### src/rtl/rgb_led_arbiter.sv
// Round-robin arbiter sharing one RGB LED between NUM_REQ status requesters.
// Define LED_PWM_EN to gate the LED colour with a global brightness PWM.
module rgb_led_arbiter #(
    parameter int NUM_REQ     = 4,
    parameter int HOLD_CYCLES = 12_000_000,
    parameter int GAP_CYCLES  = 1_200_000,
    parameter int PWM_BITS    = 8
) (
    input  logic                   clock_12mhz,
    input  logic                   reset,
    input  logic [NUM_REQ-1:0]     req,
    input  logic [3*NUM_REQ-1:0]   req_color,
    input  logic [PWM_BITS-1:0]    brightness,
    output logic [NUM_REQ-1:0]     grant,
    output logic                   busy,
    output logic                   led_red,
    output logic                   led_green,
    output logic                   led_blue
);

    localparam int HOLD_W    = $clog2(HOLD_CYCLES + 1);
    localparam int GAP_W_RAW = $clog2(GAP_CYCLES + 1);
    localparam int GAP_W     = (GAP_W_RAW < 1) ? 1 : GAP_W_RAW;
    localparam int PTR_W     = $clog2(NUM_REQ);

    localparam logic [HOLD_W-1:0]  HOLD_LAST = HOLD_W'(HOLD_CYCLES - 1);
    localparam logic [GAP_W-1:0]   GAP_LAST  = GAP_W'(GAP_CYCLES - 1);
    localparam logic [PTR_W-1:0]   PTR_RESET = PTR_W'(NUM_REQ - 1);
    localparam logic [NUM_REQ-1:0] ONE_HOT0  = {{(NUM_REQ-1){1'b0}}, 1'b1};

    typedef enum logic [1:0] {
        ST_IDLE = 2'd0,
        ST_HOLD = 2'd1,
        ST_GAP  = 2'd2
    } state_t;

    state_t               state_q, state_d;
    logic [NUM_REQ-1:0]   grant_q, grant_d;
    logic [PTR_W-1:0]     ptr_q, ptr_d;
    logic [2:0]           color_q, color_d;
    logic                 busy_q, busy_d;
    logic [HOLD_W-1:0]    hold_q, hold_d;
    logic [GAP_W-1:0]     gap_q, gap_d;
    logic [2:0]           led_q, led_d;

    logic [2:0]           colors_s [NUM_REQ];
    logic [PTR_W-1:0]     idx_s;
    logic                 win_found_s;
    logic [PTR_W-1:0]     win_idx_s;
    logic [2:0]           win_color_s;
    logic                 others_s;
    logic                 pwm_on_s;

    always_comb begin
        for (int i = 0; i < NUM_REQ; i++) begin
            colors_s[i] = req_color[3*i +: 3];
        end
    end

    // Scan from farthest to nearest after ptr so the nearest set request wins.
    always_comb begin
        idx_s       = PTR_RESET;
        win_found_s = 1'b0;
        win_idx_s   = PTR_RESET;
        win_color_s = 3'b000;
        for (int k = NUM_REQ; k >= 1; k--) begin
            idx_s       = PTR_W'((int'(ptr_q) + k) % NUM_REQ);
            win_found_s = win_found_s | req[idx_s];
            win_idx_s   = req[idx_s] ? idx_s : win_idx_s;
            win_color_s = req[idx_s] ? colors_s[idx_s] : win_color_s;
        end
    end

    assign others_s = |(req & ~grant_q);

`ifdef LED_PWM_EN
    logic [PWM_BITS-1:0] pwm_cnt_q;

    always_ff @(posedge clock_12mhz) begin
        if (reset) begin
            pwm_cnt_q <= '0;
        end else begin
            pwm_cnt_q <= pwm_cnt_q + PWM_BITS'(1);
        end
    end

    assign pwm_on_s = (pwm_cnt_q < brightness);
`else
    logic unused_brightness_s;
    assign unused_brightness_s = ^brightness;
    assign pwm_on_s            = 1'b1;
`endif

    always_comb begin
        state_d = state_q;
        grant_d = grant_q;
        ptr_d   = ptr_q;
        color_d = color_q;
        busy_d  = busy_q;
        hold_d  = hold_q;
        gap_d   = gap_q;
        case (state_q)
            ST_IDLE: begin
                if (win_found_s) begin
                    state_d = ST_HOLD;
                    grant_d = ONE_HOT0 << win_idx_s;
                    ptr_d   = win_idx_s;
                    color_d = win_color_s;
                    hold_d  = '0;
                    busy_d  = 1'b1;
                end else begin
                    grant_d = '0;
                    color_d = 3'b000;
                    busy_d  = 1'b0;
                end
            end
            ST_HOLD: begin
                // Early release and expiry with competition share one exit.
                if (!req[ptr_q] || ((hold_q == HOLD_LAST) && others_s)) begin
                    state_d = (GAP_CYCLES == 0) ? ST_IDLE : ST_GAP;
                    busy_d  = (GAP_CYCLES != 0);
                    grant_d = '0;
                    color_d = 3'b000;
                    gap_d   = '0;
                end else if (hold_q == HOLD_LAST) begin
                    hold_d = '0;
                end else begin
                    hold_d = hold_q + HOLD_W'(1);
                end
            end
            ST_GAP: begin
                if (gap_q == GAP_LAST) begin
                    state_d = ST_IDLE;
                    busy_d  = 1'b0;
                    gap_d   = '0;
                end else begin
                    gap_d = gap_q + GAP_W'(1);
                end
            end
            default: begin
                state_d = ST_IDLE;
                grant_d = '0;
                color_d = 3'b000;
                busy_d  = 1'b0;
                hold_d  = '0;
                gap_d   = '0;
            end
        endcase
        // LEDs track the colour being latched this edge so they align with grant.
        led_d = color_d & {3{pwm_on_s}};
    end

    always_ff @(posedge clock_12mhz) begin
        if (reset) begin
            state_q <= ST_IDLE;
            grant_q <= '0;
            ptr_q   <= PTR_RESET;
            color_q <= 3'b000;
            busy_q  <= 1'b0;
            hold_q  <= '0;
            gap_q   <= '0;
            led_q   <= 3'b000;
        end else begin
            state_q <= state_d;
            grant_q <= grant_d;
            ptr_q   <= ptr_d;
            color_q <= color_d;
            busy_q  <= busy_d;
            hold_q  <= hold_d;
            gap_q   <= gap_d;
            led_q   <= led_d;
        end
    end

    assign grant     = grant_q;
    assign busy      = busy_q;
    assign led_red   = led_q[2];
    assign led_green = led_q[1];
    assign led_blue  = led_q[0];

endmodule

### config.mk
export PLATFORM = sky130hd
export DESIGN_NAME = rgb_led_arbiter
export DESIGN_NICKNAME = d
export VERILOG_FILES = /design/src/rtl/rgb_led_arbiter.sv
export SDC_FILE = /design/constraint.sdc
export NUM_CORES = 1
export LEC_CHECK = 0
export ABC_AREA = 1
export ABC_CLOCK_PERIOD_IN_PS = 3500
export BUFFER_PORTS_ARGS = -buffer_cell sky130_fd_sc_hd__buf_2
export CAP_MARGIN = 40
export CORE_MARGIN = 5
export CORE_UTILIZATION = 33
export DETAILED_ROUTE_END_ITERATION = 8
export SYNTH_ARGS = -nofsm -noshare
export SYNTH_HDL_FRONTEND = slang
export SYNTH_SLANG_ARGS = --single-unit
### constraint.sdc
create_clock -name clock_12mhz -period 3.5 [get_ports clock_12mhz]
set_input_delay 0.175 -clock clock_12mhz [delete_from_list [all_inputs] [get_ports clock_12mhz]]
set_output_delay 0.175 -clock clock_12mhz [all_outputs]
set_load 0.02 [all_outputs]
==> results_dict.tcl, run 1 <==
set metrics [dict create \
    path_common_cell "nand2_1" \
    final_area_um2 4778 \
    ys_seq_area_share_pct 26.81 \
    place_hpwl_um 8000 \
    slowest_delay_ns 0.65 \
    syn-cell-area_um2 4257 \
    hold_class "in2reg" \
    diodes 0 \
    grt_max_degree 28 \
    viasPerCell 4.787 \
    synth_edf_count 0 \
    num_rows 41 \
    critPathLaunchType "flip-flop" \
    synth_mux_area_share_pct 0 \
    ys_warn_count 0 \
    ir_drop_uv 296.3 \
    dpl.cell_count 911 \
    grt_pass1_vias 4007 \
    cap_violations 0 \
    clock_sinks 57 \
    total_power_uw 3030 \
    core_area_um2 12620 \
    grt_overflow 0 \
    synth_top_area_share_pct 26.81 \
    holdCritStartpoint "reset" \
    htree_levels 3 \
    synth_cells 734 \
    clkLatencyLatePin_ns 0.33 \
    seqPwrFrac_pct 26.8 \
    die_area_um2 15270 \
    drt-total-wl_um 11070 \
    synthSimpleGateAreaFrac_pct 49.18 \
    synth_most_common_cell "nand2_1" \
    p_clk_share_pct 28.4 \
    tightest_slew_ns 0.7044 \
    dr_total_vias 4438 \
    max_freq_ghz 0.3988 \
    grt_pass1_wl_um 19310 \
    synth_top_cell_by_area "dfxtp_1" \
    status "completed" \
    post_drt_wl_per_cell_um 11.94 \
    reg2reg_from "ptr_q[0]" \
    clock_skew_ns 0.002964 \
    path_cells "inv_2 > nand2_1 > nand3_1 > nand2_2 > nor2_4 > nand3_2 > nand2_2 > inv_4 > nand2_4 > nor2_1 > nand2_1 > nand2_1" \
    worstPathRequired_ns 3.78 \
    drc 0 \
    grt_usage_pct 15.58 \
    avgSynthCellArea_um2 5.799 \
    drive_above_1_share_pct 10.33 \
    die_y_um 123.6 \
    crit_start "ptr_q[0]" \
    antenna_left 0 \
    cp.arrival_ns 2.79 \
    yosysUniqueCellTypes 34 \
    tns_ns 0 \
    critical_path.top_delay_family "simple AND/OR/NAND/NOR gates" \
    p_int_uw 1656 \
    cts_made_buffers 9 \
    period_needed_ns 2.508 \
    synth_top_flop_cell "dfxtp_1" \
    cts_resized 0 \
    firstDrtPassIters 5 \
    portBuffers 25 \
    crit_path_top_delay_cell "dfxtp_1" \
    ios 34 \
    start_util_pct 33.73 \
    cts_tree "built" \
    antenna_found_initial 0 \
    syn_nets 762 \
    synthArstFlopShare_pct 0 \
    synth_top_family_by_area "simple AND/OR/NAND/NOR gates" \
    min_period_over_period_pct 71.64 \
    stdcell_count 927 \
    synth-xor-area-share_pct 2.263 \
    syn_to_final_growth_pct 12.26 \
    hold_violations 0 \
    synth_seq_cells 57 \
    die_w_um 123.6 \
    place_congestion 0.8503 \
    p_sw_uw 1374 \
    cts_root_buf "clkbuf_16" \
    synth_fa_ha_area_share_pct 0.5879 \
    worst-setup-path-type "reg2reg" \
    setup_violations 0 \
    power_density_nw_per_um2 634.1 \
    cts.reportedPaths.clkPinSlew_ns 0.05 \
    drv_slew 0 \
    placed_cell_area_um2 4484 \
    synth_compound_area_share_pct 10.61 \
    combPwrFrac_pct 44.9 \
    dr.first_iter.drc_count 319 \
    p_leak_uw 0.001916 \
    slew_headroom_pct 52.93 \
    cts_setup_buffers 0 \
    end_kind "flip-flop" \
    ys_top_cells_by_area "dfxtp_1 27%, nand2_1 22%, nand3_1 9.3%" \
    critPathMaxFanout 26 \
    hold_buffers 0 \
    clockBufferDepth 2 \
    path_buf_inv 2 \
    num-nets-final 778 \
    power.share.switching_pct 45.35 \
    ys_top_cells_by_count "244 x nand2_1, 79 x inv_1, 79 x nand3_1" \
    rsz0062_at_grt "no" \
]
## sequential cells by signal, summed over array words and instances (netlist names)
name     cells
busy         1
gap_q       21
grant        4
hold_q      24
led_q        3
ptr_q        2
state_q      2
## metal layers
metal,vias up,routed length [µm],global-route usage [%]
met5,-,0,0
met4,0,95,3.253
met3,8,410,3.815
met2,68,4891,24.43
met1,1975,5675,21.79
li1,2387,-,-
## cell usage in the layout (no fill, tap or decap), types with 4 or more instances in the layout
master | Yosys | final
nand3_2 | 5 | 5
or2_2 | 4 | 4
a21oi_1 | 58 | 58
nor2_1 | 75 | 75
o21ai_0 | 23 | 23
nand3_1 | 79 | 79
inv_1 | 79 | 79
nor4_1 | 5 | 5
nand2_1 | 244 | 244
nand3b_1 | 9 | 9
nor3_1 | 13 | 13
dfxtp_1 | 57 | 57
clkbuf_16 | 0 | 9
xor2_1 | 10 | 10
buf_2 | 6 | 25
clkbuf_8 | 0 | 4
nand4_1 | 14 | 14
nand2_2 | 13 | 13
## worst paths after layout
path / slack (ns) / to / cells past startpoint
worst max-delay path: 0.99 / hold_q[2] / 12
worst min-delay path: 0.30 / hold_q[23] / 2
worst max register to register: 0.99 / hold_q[2] / 12
worst min register to register: 0.47 / led_q[2] / 2
## worst reg2reg max path, stage by stage (launching register included)
cell,delay (ns)
dfxtp_1,0.65
inv_2,0.27
nand2_1,0.18
nand3_1,0.10
nand2_2,0.20
nor2_4,0.07
nand3_2,0.06
nand2_2,0.06
inv_4,0.24
nand2_4,0.22
nor2_1,0.26
nand2_1,0.09
nand2_1,0.06
## logic make-up (layout without fill, tap and decap cells)
kind of cell	Yosys count	count (layout)
buffers and inverters	106	127
DFF	57	57
xor gates and xnor gates	11	11
AOI/OAI and AO/OA	87	87
adders and majority gates	2	2
and+or+nand+nor	471	471
## final cells by class
type | count | area, µm²
Fill cell | 1430 | 7841
Multi-Input combinational cell | 571 | 2666
Sequential cell | 57 | 1141
Inverter | 83 | 314.1
Clock buffer | 14 | 284.0
Tap cell | 172 | 215.2
Timing Repair Buffer | 28 | 147.6
Clock inverter | 2 | 10.01
## power groups by stage
stage,Sequential (µW),Combinational (µW),Clock (µW)
final,811,1360,860
after CTS,811,1370,877
after detailed placement,824,1360,0
after global routing,820,1560,903
after global placement,825,1360,0
after floorplan,828,1120,0
## per-stage QoR
step | worst slack, ns | hold WS, ns | utilization, %
6_report | 0.9925 | 0.3036 | 37.86
4_1_cts | 0.9835 | 0.2998 | 37.86
3_5_place_dp | 0.9923 | 0.4636 | 35.53
2_1_floorplan | 1.754 | 0.4534 | -
5_1_grt | 0.7274 | 0.3366 | 37.86
3_3_place_gp | 0.9936 | 0.4594 | 35.53
No activity file was read; power rests on OpenSTA's default activity.
==> run 2: changes to the inputs <==
Settings changed: ABC_AREA 1 to 0, ABC_CLOCK_PERIOD_IN_PS 3500 to 2100.
Clock period 3.5 ns to 2.1 ns, I/O delays scaled along.
==> run 2 against run 1 <==
Final area rose by 3.3%. Setup slack got worse by 0.88 ns. Worst hold slack got worse by 0.11 ns. Clock-buffer cell count fell by 4. Largest power group unchanged. Maximum frequency rose by 26%. Largest cell class unchanged. Via count fell by 6.5%.
==> results_dict.tcl, run 2 <==
set metrics [dict create \
    ys_top_cells_by_area "dfxtp_1 30%, a21oi_1 6.8%, nor2_1 3.7%" \
    synthSimpleGateAreaFrac_pct 29.05 \
    layout_common_cells "80 x buf_4, 54 x dfxtp_1, 51 x a21oi_1" \
    power_density_nw_per_um2 987.0 \
    slew_headroom_pct 66.80 \
    final_common_cell "buf_4" \
    synth_edf_count 0 \
    syn_to_final_growth_pct 28.63 \
    cts_tree "built" \
    ios 34 \
    hold_end "gap_q[17]" \
    p_leak_uw 0.001856 \
    post_drt_wl_per_cell_um 15.75 \
    hold_violations 0 \
    ys_top_cells_by_count "57 x dfxtp_1, 52 x a21oi_1, 38 x nor2_1" \
    clock_sinks 57 \
    holdCritStartpoint "reset" \
    period_needed_ns 1.989 \
    status "completed" \
    dr.first_iter.drc_count 338 \
    n_fill_cell 1172 \
    synth_compound_area_share_pct 30.62 \
    place_hpwl_um 8222 \
    cts_made_buffers 9 \
    yosysUniqueCellTypes 73 \
    cap_violations 0 \
    clockBufferDepth 2 \
    cts_root_buf "clkbuf_16" \
    synth_seq_cells 57 \
    synth_top_flop_cell "dfxtp_1" \
    top_usage_layer "met2" \
    worstPathRequired_ns 2.31 \
    num-nets-final 588 \
    ir_drop_uv 599.3 \
    crit_start "ptr_q[1]" \
    diodes 0 \
    place_congestion 0.9435 \
    die_area_um2 13890 \
    min_period_over_period_pct 94.69 \
    antenna_left 0 \
    synthArstFlopShare_pct 0 \
    viasPerCell 5.896 \
    grt_max_degree 30 \
    stdcell_count 704 \
    drc 0 \
    grt_pass1_wl_um 18300 \
    tightest_slew_ns 0.4961 \
    dpl.cell_count 684 \
    ys_warn_count 0 \
    htree_levels 3 \
    synth_fa_ha_area_share_pct 0.6521 \
    synth-xor-area-share_pct 0 \
    end_kind "flip-flop" \
    grt_overflow 0 \
    clock_skew_ns 0.007869 \
    met3_usage_pct 3.412 \
    rrSetupSlack_ns 0.11 \
    portBuffers 25 \
    max_flop_register "hold_q" \
    synth_top_family_by_area "compound AO/OA/AOI/OAI gates" \
    syn_nets 499 \
    core_area_um2 11420 \
    firstDrtPassIters 5 \
    critPathMaxFanout 4 \
    ys_seq_area_share_pct 29.74 \
    syn-cell-area_um2 3837 \
    die_y_um 117.8 \
    largest_reg_flops 24 \
    max_freq_ghz 0.5029 \
    start_util_pct 33.61 \
    placed_cell_area_um2 4569 \
    drv_slew 0 \
    seqCellArea_um2 1145 \
    critPathLaunchType "flip-flop" \
    die_w_um 117.8 \
    synth_most_common_cell "dfxtp_1" \
    cp.arrival_ns 2.19 \
    ff2ff_path_depth 5 \
    grt_pass1_vias 3839 \
    setup_violations 0 \
    dr_total_vias 4151 \
    multi_input_area_um2 2586 \
    clkLatencyLatePin_ns 0.33 \
    drive_above_1_share_pct 30.30 \
    hold_depth 2 \
    synth_top_cell_by_area "dfxtp_1" \
    cts.reportedPaths.clkPinSlew_ns 0.05 \
    grt_util_met1_pct 20.29 \
    synth_mux_area_share_pct 5.575 \
    rsz0062_at_grt "yes" \
    final_area_um2 4936 \
    worst-setup-path-type "reg2reg" \
    timing.rr.end "led_q[0]" \
    hold_class "in2reg" \
    synth_cells 471 \
    num_rows 39 \
    antenna_found_initial 0 \
    met2_usage_pct 25.39 \
    drt-total-wl_um 11090 \
    synth_top_area_share_pct 29.74 \
    reg2reg_from "ptr_q[1]" \
    grt_usage_pct 15.57 \
    avgSynthCellArea_um2 8.147 \
    fin_hold_ws_ns 0.1893 \
]
==> run 2: timing repair <==
| item | CTS | global route |
|---|---|---|
| resized for setup | 1 | 15 |
| setup endpoints to repair | 2 | 32 |
| hold buffers | 0 | 0 |
| pin swaps | 0 | 9 |
| buffers inserted | 0 | 8 |
==> run 2: final cells by class <==
class                      count  area share (%)
multi-input combinational    380           52.40
inverter                       4          0.3042
clock inverter                 2          0.2028
sequential                    57           23.19
clock buffer                  10           4.639
timing repair buffer         108           15.64
tap                          143           3.625
==> run 2: worst max path at each step <==
| stage | to | depth (start not counted) |
|---|---|---|
| after CTS | hold_q[18] | 8 |
| after global routing | hold_q[18] | 8 |
| after detailed placement | hold_q[15] | 7 |
| after global placement | hold_q[9] | 7 |
| after floorplan | gap_q[1] | 10 |
| final | led_q[0] | 5 |
==> run 2: worst max-delay path: stages (launching register included) <==
cell	delay (ns)
dfxtp_2	0.39
mux4_2	0.58
or3b_2	0.48
o311a_1	0.14
a31oi_1	0.18
o2bb2ai_1	0.09
==> run 2: logic make-up (layout without fill, tap and decap cells) <==
family                   Yosys count  in the layout
AND/OR/NAND/NOR                  191            191
flip-flops                        57             57
buffers and inverters             34            124
AO/OA/AOI/OAI                    171            171
adder cells (fa/ha/maj)            2              2
multiplexers                      16             16
==> run 2: stage by stage <==
step / power (µW) / setup slack [ns] / TNS [ns] / util, %
after global routing: 5173 / -0.02770 / -0.02770 / 43.23
after CTS: 4715 / 0.004785 / 0 / 42.15
after floorplan: 2702 / 0.01235 / 0 / -
after detailed placement: 3478 / -0.004062 / -0.004062 / 40.02
final: 4872 / 0.1114 / 0 / 43.23
after global placement: 3439 / 0.04699 / 0 / 40.02
==> run 2: where the power goes <==
group / leakage, µW / internal [µW] / total, µW / switching [µW]
registers: 0.000462 / 1190 / 1290 / 104
logic: 0.00127 / 1030 / 2370 / 1350
clock network: 0.000120 / 761 / 1210 / 445
total: 0.00186 / 2970 / 4870 / 1900
==> run 2: per-layer routing <==
metal | vias up | share of wire (%)
met4 | 0 | 1.8
met2 | 135 | 48
met3 | 19 | 5.5
li1 | 2006 | -
met1 | 1991 | 45
met5 | - | 0
